## src/rtl/mem_byte_arbiter_pkg.sv

```systemverilog
// Shared definitions for the byte-wide memory arbiter: load/store size codes,
// FSM state encoding and the start of the IO-mapped address window.
package mem_byte_arbiter_pkg;

    localparam logic [1:0] SZ_B = 2'b00;
    localparam logic [1:0] SZ_H = 2'b01;
    localparam logic [1:0] SZ_W = 2'b10;

    localparam logic [31:0] IO_BASE_ADDR = 32'h0003_0000;

    typedef enum logic [1:0] {
        ST_IDLE  = 2'd0,
        ST_READ  = 2'd1,
        ST_WRITE = 2'd2
    } arb_state_t;

    // Index of the last byte of an access; size 2'b11 behaves like a word.
    function automatic logic [1:0] size_last(input logic [1:0] size);
        case (size)
            SZ_B:    return 2'd0;
            SZ_H:    return 2'd1;
            SZ_W:    return 2'd3;
            default: return 2'd3;
        endcase
    endfunction

endpackage

```

## src/rtl/mem_byte_arbiter.sv

```systemverilog
// Arbitrates instruction-fetch and load/store requests onto a byte-wide memory
// port, splitting each access into single-byte reads or writes.
module mem_byte_arbiter
    import mem_byte_arbiter_pkg::*;
#(
    parameter logic [31:0] IO_BASE  = IO_BASE_ADDR,
    parameter int          IF_BYTES = 4,
    parameter bit          LS_FIRST = 1'b1
) (
    input  logic        clk_in,
    input  logic        rst_n,
    input  logic        rdy_in,
    input  logic        if_req,
    input  logic [31:0] if_addr,
    output logic        if_done,
    output logic [31:0] if_data,
    input  logic        ls_req,
    input  logic        ls_wr,
    input  logic [1:0]  ls_size,
    input  logic [31:0] ls_addr,
    input  logic [31:0] ls_wdata,
    output logic        ls_done,
    output logic [31:0] ls_rdata,
    input  logic [7:0]  mem_din,
    output logic [7:0]  mem_dout,
    output logic [31:0] mem_a,
    output logic        mem_wr,
    input  logic        io_buffer_full
);

    localparam logic [1:0] IF_LAST = 2'(IF_BYTES - 1);

    arb_state_t  state_q, state_d;
    logic        cur_if_q;
    logic [1:0]  last_q;
    logic [1:0]  wr_idx_q;
    logic [2:0]  cnt_q;
    logic [23:0] gather_q;
    logic [23:0] wbuf_q;
    logic        mem_wr_q;

    logic        pick_ls, pick_if, accept, read_last, wr_finish;
    logic [31:0] wr_next_addr, gathered, read_word;

    // A stalled or paused cycle must never write, even though the register holds.
    assign mem_wr = mem_wr_q & rdy_in;

    always_comb begin
        pick_ls      = ls_req && (LS_FIRST || !if_req);
        pick_if      = if_req && !pick_ls;
        accept       = (state_q == ST_IDLE) && !if_done && !ls_done && (pick_ls || pick_if);
        read_last    = cnt_q == ({1'b0, last_q} + 3'd1);
        wr_finish    = mem_wr_q && (wr_idx_q == last_q);
        wr_next_addr = mem_wr_q ? mem_a + 32'd1 : mem_a;
        gathered     = {mem_din, gather_q};
        read_word    = gathered >> {2'd3 - last_q, 3'b000};
        state_d      = state_q;
        case (state_q)
            ST_IDLE:  if (accept) state_d = (pick_ls && ls_wr) ? ST_WRITE : ST_READ;
            ST_READ:  if (read_last) state_d = ST_IDLE;
            ST_WRITE: if (wr_finish) state_d = ST_IDLE;
            default:  state_d = ST_IDLE;
        endcase
    end

    always_ff @(posedge clk_in or negedge rst_n) begin
        if (!rst_n)      state_q <= ST_IDLE;
        else if (rdy_in) state_q <= state_d;
    end

    always_ff @(posedge clk_in or negedge rst_n) begin
        if (!rst_n) begin
            cur_if_q <= 1'b0;
            last_q   <= 2'd0;
            wr_idx_q <= 2'd0;
            cnt_q    <= 3'd0;
            gather_q <= 24'd0;
            wbuf_q   <= 24'd0;
            mem_wr_q <= 1'b0;
            mem_a    <= 32'd0;
            mem_dout <= 8'd0;
            if_done  <= 1'b0;
            ls_done  <= 1'b0;
            if_data  <= 32'd0;
            ls_rdata <= 32'd0;
        end else if (rdy_in) begin
            if_done <= 1'b0;
            ls_done <= 1'b0;
            case (state_q)
                ST_IDLE: begin
                    if (accept) begin
                        cur_if_q <= !pick_ls;
                        last_q   <= pick_ls ? size_last(ls_size) : IF_LAST;
                        wr_idx_q <= 2'd0;
                        cnt_q    <= 3'd0;
                        mem_a    <= pick_ls ? ls_addr : if_addr;
                        mem_dout <= ls_wdata[7:0];
                        wbuf_q   <= ls_wdata[31:8];
                        mem_wr_q <= pick_ls && ls_wr && !(io_buffer_full && ls_addr >= IO_BASE);
                    end
                end
                // Bytes arrive two edges after their address; the last one goes
                // straight into the result without passing through gather_q.
                ST_READ: begin
                    cnt_q <= cnt_q + 3'd1;
                    if (cnt_q < {1'b0, last_q}) mem_a <= mem_a + 32'd1;
                    if (read_last) begin
                        if (cur_if_q) begin
                            if_data <= read_word;
                            if_done <= 1'b1;
                        end else begin
                            ls_rdata <= read_word;
                            ls_done  <= 1'b1;
                        end
                    end else if (cnt_q != 3'd0) begin
                        gather_q <= {mem_din, gather_q[23:8]};
                    end
                end
                // mem_wr_q low means the current byte is still pending after an IO stall.
                ST_WRITE: begin
                    if (wr_finish) begin
                        mem_wr_q <= 1'b0;
                        ls_done  <= 1'b1;
                    end else begin
                        if (mem_wr_q) begin
                            mem_a    <= mem_a + 32'd1;
                            mem_dout <= wbuf_q[7:0];
                            wbuf_q   <= {8'h00, wbuf_q[23:8]};
                            wr_idx_q <= wr_idx_q + 2'd1;
                        end
                        mem_wr_q <= !(io_buffer_full && wr_next_addr >= IO_BASE);
                    end
                end
                default: ;
            endcase
        end
    end

endmodule

```

## config.mk

```make
export PLATFORM = sky130hd
export DESIGN_NAME = mem_byte_arbiter
export DESIGN_NICKNAME = d
export VERILOG_FILES = /design/src/rtl/mem_byte_arbiter_pkg.sv /design/src/rtl/mem_byte_arbiter.sv
export SDC_FILE = /design/constraint.sdc
export NUM_CORES = 1
export LEC_CHECK = 0
export CAP_MARGIN = 20
export CELL_PAD_IN_SITES_DETAIL_PLACEMENT = 1
export CELL_PAD_IN_SITES_GLOBAL_PLACEMENT = 1
export CORE_MARGIN = 2
export CORE_UTILIZATION = 25
export DETAILED_ROUTE_END_ITERATION = 6
export GPL_TIMING_DRIVEN = 0
export PLACE_DENSITY_LB_ADDON = 0.1
export SYNTH_ARGS = -nofsm -noshare
export SYNTH_HDL_FRONTEND = slang
export SYNTH_SLANG_ARGS = --single-unit
```

## constraint.sdc

```tcl
create_clock -name clk_in -period 3.4 [get_ports clk_in]
set_input_delay 0.68 -clock clk_in [delete_from_list [all_inputs] [get_ports clk_in]]
set_output_delay 0.68 -clock clk_in [all_outputs]
set_load 0.02 [all_outputs]
```

# After elaboration in Yosys (flattened, before gate mapping)
# Cells that the tools add are included.
[word_totals]
output_inout_bits = 107
regBits = 165
wordCells = 104
[op_classes]
order_cmp = 3
n_reduce_logical = 30
add_sub_neg = 5
bitwise = 3
n_mux = 37
eq_ne = 11
n_shift = 1
[op_table]
columns = ["operator", "count"]
rows = [
  ["$mux W32", 5],
  ["$pmux W32 S3", 1],
  ["$mux W24", 3],
  ["$ge A32 B18 Y1 const B", 2],
  ["$pmux W24 S2", 1],
  ["$add A32 B1 Y32 const B", 1],
  ["$shr A32 B5 Y32", 1],
  ["$mux W8", 3],
  ["$mux W2", 8],
  ["$pmux W8 S2", 1],
  ["$reduce_and A4 Y1", 4],
  ["$ne A2 B2 Y1 const B", 6],
  ["$reduce_and A5 Y1", 2],
  ["$logic_and A1 B1 Y1", 9],
  ["$reduce_and A3 Y1", 3],
  ["$mux W1", 8],
  ["$pmux W2 S2", 2],
  ["$pmux W2 S3", 1],
  ["$pmux W3 S2", 1],
  ["$reduce_bool A3 Y1", 2],
  ["$logic_not A1 Y1", 5],
  ["$eq A2 B1 Y1 const B", 2],
  ["$logic_not A2 Y1", 2],
  ["$pmux W1 S2", 2],
  ["other kinds (13)", 15],
]

# Depth between registers and ports, before layout
# Gate-level depths: netlist (run 1).
[logic_depth]
ltp_word = 7
ltp_mapped = 11
ltp_nobuf = 8

# Least setup slack after synthesis (run 1)
# No wires, ideal clock.
[synth_path]
kind = "reg2reg"
startpoint = "register mem_a[5]"
endpoint = "register mem_wr_q"
t_required_ns = 3.296
setup_ns = 0.104
stages_incl_launch_ff = 9
period_less_slack_ns = 2.581
setup_slack_ns = 0.819
arrival_ns = 2.478
path_cell_list = "dfrtp_1 > nand3_4 > or4_4 > buf_6 > nor4_2 > xor2_1 > a22oi_1 > nand4_1 > o41ai_2"
[synth_between]
elab_chain_cells = 7
[synth_lines]
columns = ["item", "line", "rtl"]
rows = [
  ["from (decl)", "mem_byte_arbiter.sv:26", "output logic [31:0] mem_a,"],
  ["from (signal assigned)", "mem_byte_arbiter.sv:96", "mem_a <= pick_ls ? ls_addr : if_addr;"],
  ["from (signal assigned)", "mem_byte_arbiter.sv:106", "if (cnt_q < {1'b0, last_q}) mem_a <= mem_a + 32'd1;"],
  ["from (signal assigned)", "mem_byte_arbiter.sv:126", "mem_a <= mem_a + 32'd1;"],
  ["$add A32 B1 Y32", "mem_byte_arbiter.sv:54", "wr_next_addr = mem_wr_q ? mem_a + 32'd1 : mem_a;"],
  ["$mux W32 (*)", "n/a", ""],
  ["$ge A32 B18 Y1 (*)", "mem_byte_arbiter.sv:131", "mem_wr_q <= !(io_buffer_full && wr_next_addr >= IO_BASE);"],
  ["$logic_and A1 B1 Y1 (*)", "mem_byte_arbiter.sv:131", ""],
  ["$logic_not A1 Y1 (*)", "mem_byte_arbiter.sv:131", ""],
  ["$mux W1 (*)", "mem_byte_arbiter.sv:121", "if (wr_finish) begin"],
  ["$pmux W1 S2 (*)", "mem_byte_arbiter.sv:89", "case (state_q)"],
  ["to (signal assigned)", "mem_byte_arbiter.sv:99", "mem_wr_q <= pick_ls && ls_wr && !(io_buffer_full && ls_addr >= IO_BASE);"],
  ["to (signal assigned)", "mem_byte_arbiter.sv:131", ""],
  ["to (decl)", "mem_byte_arbiter.sv:40", "logic mem_wr_q;"],
]
# Every way passes the cells marked *; elsewhere a longest branch is shown, timed or not.
# A chain may end at the register's enable or synchronous reset.

# Worst setup path in the final report (run 1)
[layout_path]
startpoint = "input ls_req"
endpoint = "register mem_wr_q"
[layout_between]
elab_chain_cells = 6
[layout_lines]
columns = ["item", "line", "rtl"]
rows = [
  ["from (decl)", "mem_byte_arbiter.sv:17", "input logic ls_req,"],
  ["$logic_not A1 Y1", "mem_byte_arbiter.sv:50", "pick_if = if_req && !pick_ls;"],
  ["$logic_and A1 B1 Y1", "mem_byte_arbiter.sv:50", ""],
  ["$logic_or A1 B1 Y1", "mem_byte_arbiter.sv:51", "accept = (state_q == ST_IDLE) && !if_done && !ls_done && (pick_ls || pick_if);"],
  ["$logic_and A1 B1 Y1", "mem_byte_arbiter.sv:51", ""],
  ["$ne A2 B2 Y1 (no line)", "n/a", ""],
  ["$reduce_and A3 Y1 (no line)", "n/a", ""],
]
# Several ways; a longest one is shown, not always the timed one. The select of a mux whose other input is x is not followed.

==> results of run 1 <==
power by group through the flow:
stage | combinational, µW | clock [µW] | sequential, µW
after floorplan | 2830 | 0 | 3930
after global placement | 5810 | 0 | 3540
after detailed placement | 5890 | 0 | 3560
after CTS | 5910 | 1960 | 3520
after global routing | 6440 | 2030 | 3660
final | 5810 | 1900 | 3520
state kept, by name (all words and copies together) (netlist names), 2 cells and up:
register,flops
if_data,32
last_q,2
mem_a,32
ls_rdata,32
mem_dout,8
gather_q,24
wr_idx_q,2
cnt_q,3
wbuf_q,24
state_q,2
worst max-delay path by stage:
stage | slack (ns) | to | cells after the start | startpoint
CTS | 0.06 | mem_a[3] | 9 | ls_req
finish | 0.24 | mem_wr_q | 7 | ls_req
floorplan | 0.82 | mem_wr_q | 8 | mem_a[5]
detailed placement | -0.38 | mem_a[3] | 9 | ls_req
global placement | -6.09 | wbuf_q[18] | 1 | rst_n
global route | 0.007 | mem_a[11] | 10 | ls_req
critical path: stages:
cell and delay (ns):
clkdlybuf4s50_1 0.52, buf_1 0.64, clkbuf_1 0.82, nand3_1 0.26, a2111oi_0 0.37, a211oi_1 0.13
o41ai_2 0.07
synthesized netlist by cell type (all sizes together), types with 3 or more instances:
library cell / number / share of area
a2111oi: 3 / 0.0036
a211oi: 9 / 0.0074
a21o: 5 / 0.0041
a21oi: 35 / 0.019
a221o: 3 / 0.0033
a22o: 4 / 0.0039
a31oi: 19 / 0.013
a41oi: 3 / 0.0029
and2: 5 / 0.0034
and3: 10 / 0.0069
and4: 4 / 0.0039
buf: 10 / 0.0054
clkbuf: 68 / 0.028
dfrtp: 165 / 0.45
ha: 9 / 0.012
inv: 15 / 0.0062
mux2: 56 / 0.069
mux2i: 68 / 0.075
nand2: 144 / 0.059
nand2b: 13 / 0.0090
nand3: 29 / 0.018
nand4: 11 / 0.0076
nor2: 63 / 0.027
nor2b: 6 / 0.0041
nor3: 9 / 0.0055
nor3b: 3 / 0.0030
nor4: 9 / 0.010
o21ai: 148 / 0.082
o2bb2ai: 4 / 0.0039
o311ai: 5 / 0.0048
or4: 3 / 0.0029
xnor2: 8 / 0.0077
xor2: 6 / 0.0058
per-layer routing:
layer	track usage	routed length [µm]	part of all wire
met5	0	0	0
met4	0.0422	310	0.0090
met3	0.0265	1100	0.032
met2	0.326	17300	0.50
met1	0.244	15900	0.46
cells by family after synthesis:
kind of cell / share of synthesized area
multiplexers: 0.144
AND/OR/NAND/NOR: 0.167
AO/OA/AOI/OAI: 0.168
buffers and inverters: 0.0397
flip-flops: 0.454
XOR/XNOR: 0.0135
adder cells (fa/ha/maj): 0.0124
final cells by class:
type                       count  area, µm²  area share
antenna                        1       2.50    0.000201
buffer                        78        308      0.0247
clock inverter                12        105     0.00843
sequential                   165       4130       0.331
inverter                      15       56.3     0.00452
clock buffer                  19        453      0.0363
tap                          461        577      0.0463
multi-input combinational    721       4610       0.370
timing repair buffer         220       2220       0.178
metrics by stage:
step           power (µW)   util  std cells
2_1_floorplan        6760      -        979
3_3_place_gp         9350  0.332       1659
3_5_place_dp         9440  0.333       1660
4_1_cts             11400  0.349       1691
5_1_grt             12100  0.350       1692
6_report            11200  0.350       1692
==> results.md, run 1 <==
- Post-route cell area: around 12,000 µm²
- Critical path class: input pin to flip-flop
- Crit path max fanout: 10
- Flop pwr share: 0.313
- Worst-path clk slew: ~0.070 ns
- Avg WL per Cell: 20.4 µm
- Setup Buffers After CTS: 0
- Drt first pass iters: 4
- Post-synth ARST share: 1.00
- Pre-CTS setup slack: -0.384 ns
- Number of global-route vias before repair: approximately 8,800
- Die W: roughly 200 µm
- RR Endpoint: mem_wr_q
- ANT nets after route: 0
- R2r worst-path depth: 7
- CTS tree: built
- Hold_buf cts: 0
- Final min period: 3.16 ns
- Reg2Reg Launch Point: mem_a[0]
- Total grt overflow: 0
- Mapped Nets: between 1,000 and 1,500
- P_leak: a little over 0.005 µW
- CTS Buffer Depth: 2
- # clock sinks: ~170
- Area after DPL: about 12,000 µm²
- Synth warn: 0
- Share of cells above drive strength 1: 0.0927
- Die Y-Extent: roughly 190 µm
- Peak VDD IR: between 0.3 and 0.4 mV
- Final net count: roughly 1,300
- Reg2reg setup slack: 0.30 ns
- Int Power: slightly above 6000 µW
- Slew Limit Fails: 0
- Comb power frac: 0.517
- Synth Area per Inst: slightly above 9 µm²
- Iter 0 DRT Violations: 396
- Clock power frac: 0.169
- Switching share of power: 0.449
- Clk_skew: just under 0.009 ns
- Cells after Synth: around 980
- Hpwl dp: 26.3 mm
- RSZ-0062 raised after global routing: false
- CP Launch Type: input pin
- Number of enable flip-flop cells after synthesis: 0
- Cell Pwr Density: around 900 nW/µm²
- Fmax: roughly 320 MHz
- Area Growth Syn to Fin: 37.2%
- CORE AREA: between 30,000 and 40,000 µm²
- Worst Path Arrival: between 3 and 4 ns
- IO Count: 220
- Setup TNS Final: 0 ns
- Rel. slew slack: 0.324
- Overall Global Routing Usage: 0.187
- Sequential share of the synthesized area: 0.454
- Capturing element type of the critical path: flip-flop
- Die Area: 37,900 µm²
- Fin. Hold Viols: 0
- Routability cong.: 0.792
- Status: finished, final reports clean
- Fillers: approximately 4,100
- Actual slew at the worst max-slew pin: 1.01 ns
- PostCTS Resize Cnt: 0
- Post-synth cell types: 67
- Final hold slack: ~0.24 ns
- CTS buffer count: 17
- Clock root buffer: clkbuf_16
- Synth Register Bits: approximately 170
- Starting Density: 0.255
- Most common cell after layout, fill and taps aside: clkdlybuf4s50_1
- CTS H-tree depth: 4
- DR DRC count: 0
- Insertion delay to the later sink of the worst-skew pair: around 0.44 ns
- Period utilization: 0.931
- Initial antenna violation count: 1
- Buffers on Ports: ~220
- Hold Path Class: input pin to asynchronous set/reset pin
- Routed via count: 8,257
- Crit path required time: 3.74 ns
- First-pass GRT wire length: roughly 54 mm
- Largest net degree at the start of global routing: 87
- Via density: just under 5
- Psw: around 5000 µW
- Detailed Route WL: around 35 mm
- Post-synth top flop: dfrtp_1
- Most frequent cells in the layout: clkdlybuf4s50_1 (218), dfrtp_1 (165), nand2_1 (144)
- Final setup viols: 0
- Total of max-cap violations: 0
- Final WS setup: between 0.2 and 0.25 ns
- Core Rows: slightly below 70
- Post-Synthesis Cell Area: 9080 µm²
Power figures use the tool's default switching activity.
==> run 2: changes to the inputs <==
CELL_PAD_IN_SITES_DETAIL_PLACEMENT = 0   (was 1)
SLEW_MARGIN = 20   (was not set)
==> run 2 against run 1 <==
  * Clock-buffer cell count is 2 lower
  * Critical path depth grew 2
  * Global-route usage shrank 0.56 points
  * Sequential power about the same
  * Final cell count shrank 0.24%
  * Clock skew up 0.0024 ns
  * Die area stayed put
  * First-iteration DRC count is 11% higher
  * Power decreased by 0.60%
  * Highest routed layer unchanged
==> results.md, run 2 (same netlist as run 1, synthesis figures left out) <==
- CTS H-tree depth: 4
- Final setup viols: 0
- Avg WL per Cell: about 20 µm
- DR DRC count: 0
- Buffers on Ports: around 220
- Clk_skew: around 0.011 ns
- Share of cells above drive strength 1: 0.0880
- CP endpoint: mem_a[3]
- Largest registers: if_data (32), ls_rdata (32), mem_a (32)
- Die Y-Extent: ~190 µm
- Number of global-route vias before repair: 8,267
- RR Endpoint: mem_wr_q
- Fin. Hold Viols: 0
- Drt first pass iters: 5
- RSZ-0062 raised after global routing: false
- Total of max-cap violations: 0
- CP startpoint: ls_req
- Detailed Route WL: about 34 mm
- Cell Pwr Density: about 900 nW/µm²
- Worst Path Arrival: 3.47 ns
- CTS Buffer Depth: 2
- First-pass GRT wire length: between 50 and 60 mm
- Die W: roughly 190 µm
- IO Count: 220
- Final min period: ~3.2 ns
- R2r worst-path depth: 7
- Starting Density: 0.255
- Via density: between 4 and 5
- Initial antenna violation count: 0
- Worst-path clk slew: 0.07 ns
- Routability cong.: 0.792
- Slew Limit Fails: 0
- Crit path required time: ~3.7 ns
- Period utilization: 0.942
- Final core occ: 0.349
- Crit path max fanout: 10
- Overall Global Routing Usage: 0.181
- ANT nets after route: 0
- Final net count: about 1,300
- CORE AREA: around 36,000 µm²
- Area Growth Syn to Fin: 36.9%
- Reg2Reg Launch Point: mem_a[0]
- Critical path class: input pin to flip-flop
- Clock root buffer: clkbuf_16
- CP Launch Type: input pin
- Setup TNS Final: 0 ns
- Reg2reg setup slack: 0.25 ns
- Core Rows: a little under 70
- # clock sinks: 165
- Iter 0 DRT Violations: 441
- Total grt overflow: 0
- Insertion delay to the later sink of the worst-skew pair: 0.43 ns
- Routed via count: a little over 8,000
- Hold Path Class: input pin to asynchronous set/reset pin
- Hpwl dp: about 25 mm
- CTS buffer count: 17
- Most common cell after layout, fill and taps aside: clkdlybuf4s50_1
- Most frequent cells in the layout: clkdlybuf4s50_1 (218), dfrtp_1 (165), nand2_1 (144)
- Largest net degree at the start of global routing: 87
- Capturing element type of the critical path: flip-flop
- Hold_buf cts: 0
- ANT cells: 0
- Status: finished, final reports clean
- Die Area: 37,900 µm²
- Actual slew at the worst max-slew pin: 1.02 ns
- Fmax: 312 MHz
- Rel. slew slack: 0.318
- Peak VDD IR: around 0.42 mV
- CTS tree: built
- P_leak: approximately 0.0052 µW
run 2: cell types whose count changed in the layout (fill, tap and decap cells not counted):
cell,previous run,this run
clkbuf_8,2,0
clkbuf_2,3,1
a2111oi_1,1,0
inv_6,2,0
a21oi_2,2,1
diode_2,1,0
clkinv_2,5,6
clkinvlp_4,2,1
clkbuf_1,65,67
bufinv_16,1,2
a21oi_1,33,34
a2111oi_0,1,2
run 2: layout make-up:
class	instances	area [µm²]
well taps	461	577
repair buffers	220	2220
multi-input cells	721	4600
clock buffers	17	425
fillers	3731	23200
clock inverters	11	115
inverters	15	56.3
flip-flops and latches	165	4130
plain buffers	78	305
run 2: worst min path at each step:
stage,startpoint,endpoint,slack (ns),cells past startpoint
2_1_floorplan,rst_n,cnt_q[0],0.38,0
3_3_place_gp,wbuf_q[20],wbuf_q[20],0.46,2
3_5_place_dp,ls_rdata[30],ls_rdata[30],0.47,2
4_1_cts,rst_n,if_data[17],0.27,1
5_1_grt,rst_n,if_data[19],0.29,1
6_report,rst_n,if_data[17],0.26,1
run 2: per-stage QoR:
stage	cells	hold WS (ns)	instance area [µm²]	setup WS, ns	total power [µW]
CTS	1688	0.266	12400	0.0194	11300
global placement	1659	0.464	11900	-6.09	9350
detailed placement	1660	0.469	11900	-0.398	9390
floorplan	979	0.384	9080	0.819	6760
finish	1688	0.258	12400	0.196	11200
global route	1688	0.288	12400	0.0440	12000
run 2: worst max-delay path, cell delays in order:
cell	delay, ns
clkdlybuf4s50_1	0.51
nor2_1	0.12
o31ai_2	0.31
nand2_1	0.18
or4_1	0.47
clkbuf_1	0.23
clkbuf_1	0.31
a2111oi_0	0.55
a221oi_1	0.10
run 2: per-layer routing:
layer | track usage | share of wire
met1 | 0.233 | 0.45
met2 | 0.315 | 0.50
met3 | 0.0319 | 0.041
met4 | 0.0405 | 0.010
met5 | 0 | 0
run 2: what timing repair did:
action,CTS,global route
resized for setup,0,4
setup endpoints to repair,0,25
buffers inserted,0,0
hold endpoints to repair,0,0
run 2: power breakdown:
group	total [µW]	internal (µW)	switching, µW
combinational	5760	2350	3400
clock	1890	1060	832
sequential	3520	2780	738
==> run 3: changes to the inputs <==
RECOVER_POWER = 50   (was not set)
==> run 3 against run 2 <==
  * The run now ends with capacitance limit, slew limit left
  * Sequential cell count stayed put
  * Register-to-register slack better by 0.04 ns
  * Clock skew hardly changed
  * Utilization hardly changed
  * Global-route usage stayed put
  * Clock-buffer cell count stayed put
  * Via count hardly changed
  * Sequential share of layout area hardly changed
  * First-iteration DRC count is 3.2% higher
  * Maximum frequency hardly changed
  * Cell area hardly changed
  * Critical path depth stayed put
  * Critical path type unchanged
  * Critical endpoint unchanged
  * Largest cell class unchanged
==> results.md, run 3 (same netlist as run 1, synthesis figures left out) <==
- Status: finished, violations left
- Violated checks: capacitance limit, slew limit
- CP Launch Type: input pin
- First-pass GRT wire length: between 50 and 60 mm
- Crit path required time: between 3 and 4 ns
- Total grt overflow: 0
- RR Endpoint: mem_wr_q
- CP delay by family, top: buffers and inverters
- Comb power frac: 0.512
- ANT nets after route: 0
- Hpwl dp: about 25 mm
- Hold Path Class: flip-flop to flip-flop
- Fin. Hold Viols: 0
- Crit-path max cell delay: about 0.54 ns
- Flop pwr share: 0.317
- Critical path class: input pin to flip-flop
- Final setup viols: 0
- CP max-delay cell: a2111oi_0
- Worst-path clk slew: ~0.060 ns
- Detailed Route WL: 34.0 mm
- Clock power frac: 0.171
- GR Layer Usage met2: 0.315
- Capturing element type of the critical path: flip-flop
- P_leak: 0.00530 µW
- CTS tree: built
- Routability cong.: between 0.7 and 0.8
- Share of cells above drive strength 1: 0.0880
- Total of max-cap violations: 1
- Crit path max fanout: 10
- Reg2reg setup slack: approximately 0.29 ns
- Clock root buffer: clkbuf_16
- CP endpoint: mem_a[3]
- Critical Path, Cell by Cell: clkdlybuf4s50_1, nor2_1, o31ai_2, nand2_1, or4_1, clkbuf_1, clkbuf_1, a2111oi_0, a221oi_1
- Final min period: about 3.2 ns
- RSZ-0062 raised after global routing: false
- Via density: between 4 and 5
- WP depth: 9
- Buf/Inv on CP: 3
- Met1 usage: 0.233
- Die Y-Extent: approximately 190 µm
- IO Count: 220
- Reg2Reg Launch Point: mem_a[0]
- CTS buffer count: 17
- Iter 0 DRT Violations: ~460
- Area Growth Syn to Fin: 36.8%
- Buffers on Ports: 219
- Post-route cell area: between 10,000 and 15,000 µm²
- Non-filler cells, final: about 1,700
- Peak VDD IR: about 0.42 mV
- Fillers: 3,732
- # clock sinks: around 170
- ANT cells: 0
- CP startpoint: ls_req
- Area after DPL: roughly 12,000 µm²
- Cell Pwr Density: ~890 nW/µm²
- Overall Global Routing Usage: 0.181
- Period utilization: 0.942
- Routed via count: between 8,000 and 9,000
- Psw: between 4000 and 5000 µW
- Setup Buffers After CTS: 0
- DR DRC count: 0
- Avg WL per Cell: just over 20 µm
- Die Area: about 38,000 µm²
- R2r worst-path depth: 7
- Clk_skew: about 0.011 ns
- Most numerous cell on the critical path: clkbuf_1
- Worst Path Arrival: ~3.5 ns
- Core Rows: slightly below 70
- Setup TNS Final: 0 ns
- Fmax: about 310 MHz
- Drt first pass iters: 4
- Starting Density: 0.255
- Met3 usage: 0.0319
- Number of global-route vias before repair: 8,267
- Int Power: roughly 6100 µW
- Largest net degree at the start of global routing: between 80 and 90
- CORE AREA: about 36,000 µm²
- Most frequent cells in the layout: clkdlybuf4s50_1 (166), dfrtp_1 (165), nand2_1 (144)
- Slew Limit Fails: 80
- Actual slew at the worst max-slew pin: 2.19 ns
- Initial antenna violation count: 0
- CTS Buffer Depth: 2
- Largest registers: if_data (32), ls_rdata (32), mem_a (32)
- Final net count: 1,340
- Most common cell after layout, fill and taps aside: clkdlybuf4s50_1
- Rel. slew slack: -0.461
- CTS H-tree depth: 4
- Switching share of power: 0.448
- Post-placement cell count: roughly 1,700
- Die W: 195 µm
- Insertion delay to the later sink of the worst-skew pair: around 0.43 ns
- GRT busiest layer: met2
==> run 3: final cells by class <==
type	count	area (µm²)	area share
Multi-Input combinational cell	721	4600	0.371
Clock inverter	11	115	0.00926
Buffer	78	305	0.0246
Timing Repair Buffer	220	2210	0.178
Sequential cell	165	4130	0.332
Clock buffer	17	425	0.0342
Inverter	15	56.3	0.00453
Tap cell	461	577	0.0464
==> run 3: power by group through the flow <==
stage | logic (µW) | clock network (µW) | registers [µW]
4_1_cts | 5860 | 1950 | 3520
2_1_floorplan | 2830 | 0 | 3930
3_3_place_gp | 5810 | 0 | 3540
3_5_place_dp | 5840 | 0 | 3550
5_1_grt | 6270 | 2040 | 3640
6_report | 5670 | 1890 | 3500
==> run 3: repair_timing <==
| item | in CTS | in global routing |
|---|---|---|
| gates resized for setup | 0 | 4 |
| hold buffers | 0 | 0 |
| setup endpoints to repair | 0 | 25 |
==> run 3: worst min-delay path, cell delays in order (launching register included) <==
cell and delay (ns):
dfrtp_1 0.34, nand2_1 0.04, o21ai_0 0.06
==> run 3: worst min-delay path by stage <==
stage	to	slack, ns	from	cells past startpoint
floorplan	cnt_q[0]	0.38	rst_n	0
global placement	wbuf_q[20]	0.46	wbuf_q[20]	2
detailed placement	ls_rdata[30]	0.47	ls_rdata[30]	2
CTS	if_data[17]	0.27	rst_n	1
global route	ls_rdata[20]	0.49	ls_rdata[20]	2
finish	ls_rdata[30]	0.47	ls_rdata[30]	2
==> run 3: per-layer routing <==
layer  part of all wire  vias up
li1                   -     3972
met1               0.45     3921
met2               0.50      187
met3              0.042       21
met4              0.011        0
met5                  0        -
==> run 3: per-stage QoR <==
stage | utilization | setup slack [ns] | hold WS [ns] | power, µW
after global routing | 0.349 | 0.0440 | 0.495 | 11900
final | 0.349 | 0.198 | 0.469 | 11100
after detailed placement | 0.333 | -0.398 | 0.469 | 9390
after CTS | 0.349 | 0.0194 | 0.266 | 11300
after global placement | 0.332 | -6.09 | 0.464 | 9350
after floorplan | - | 0.819 | 0.384 | 6760
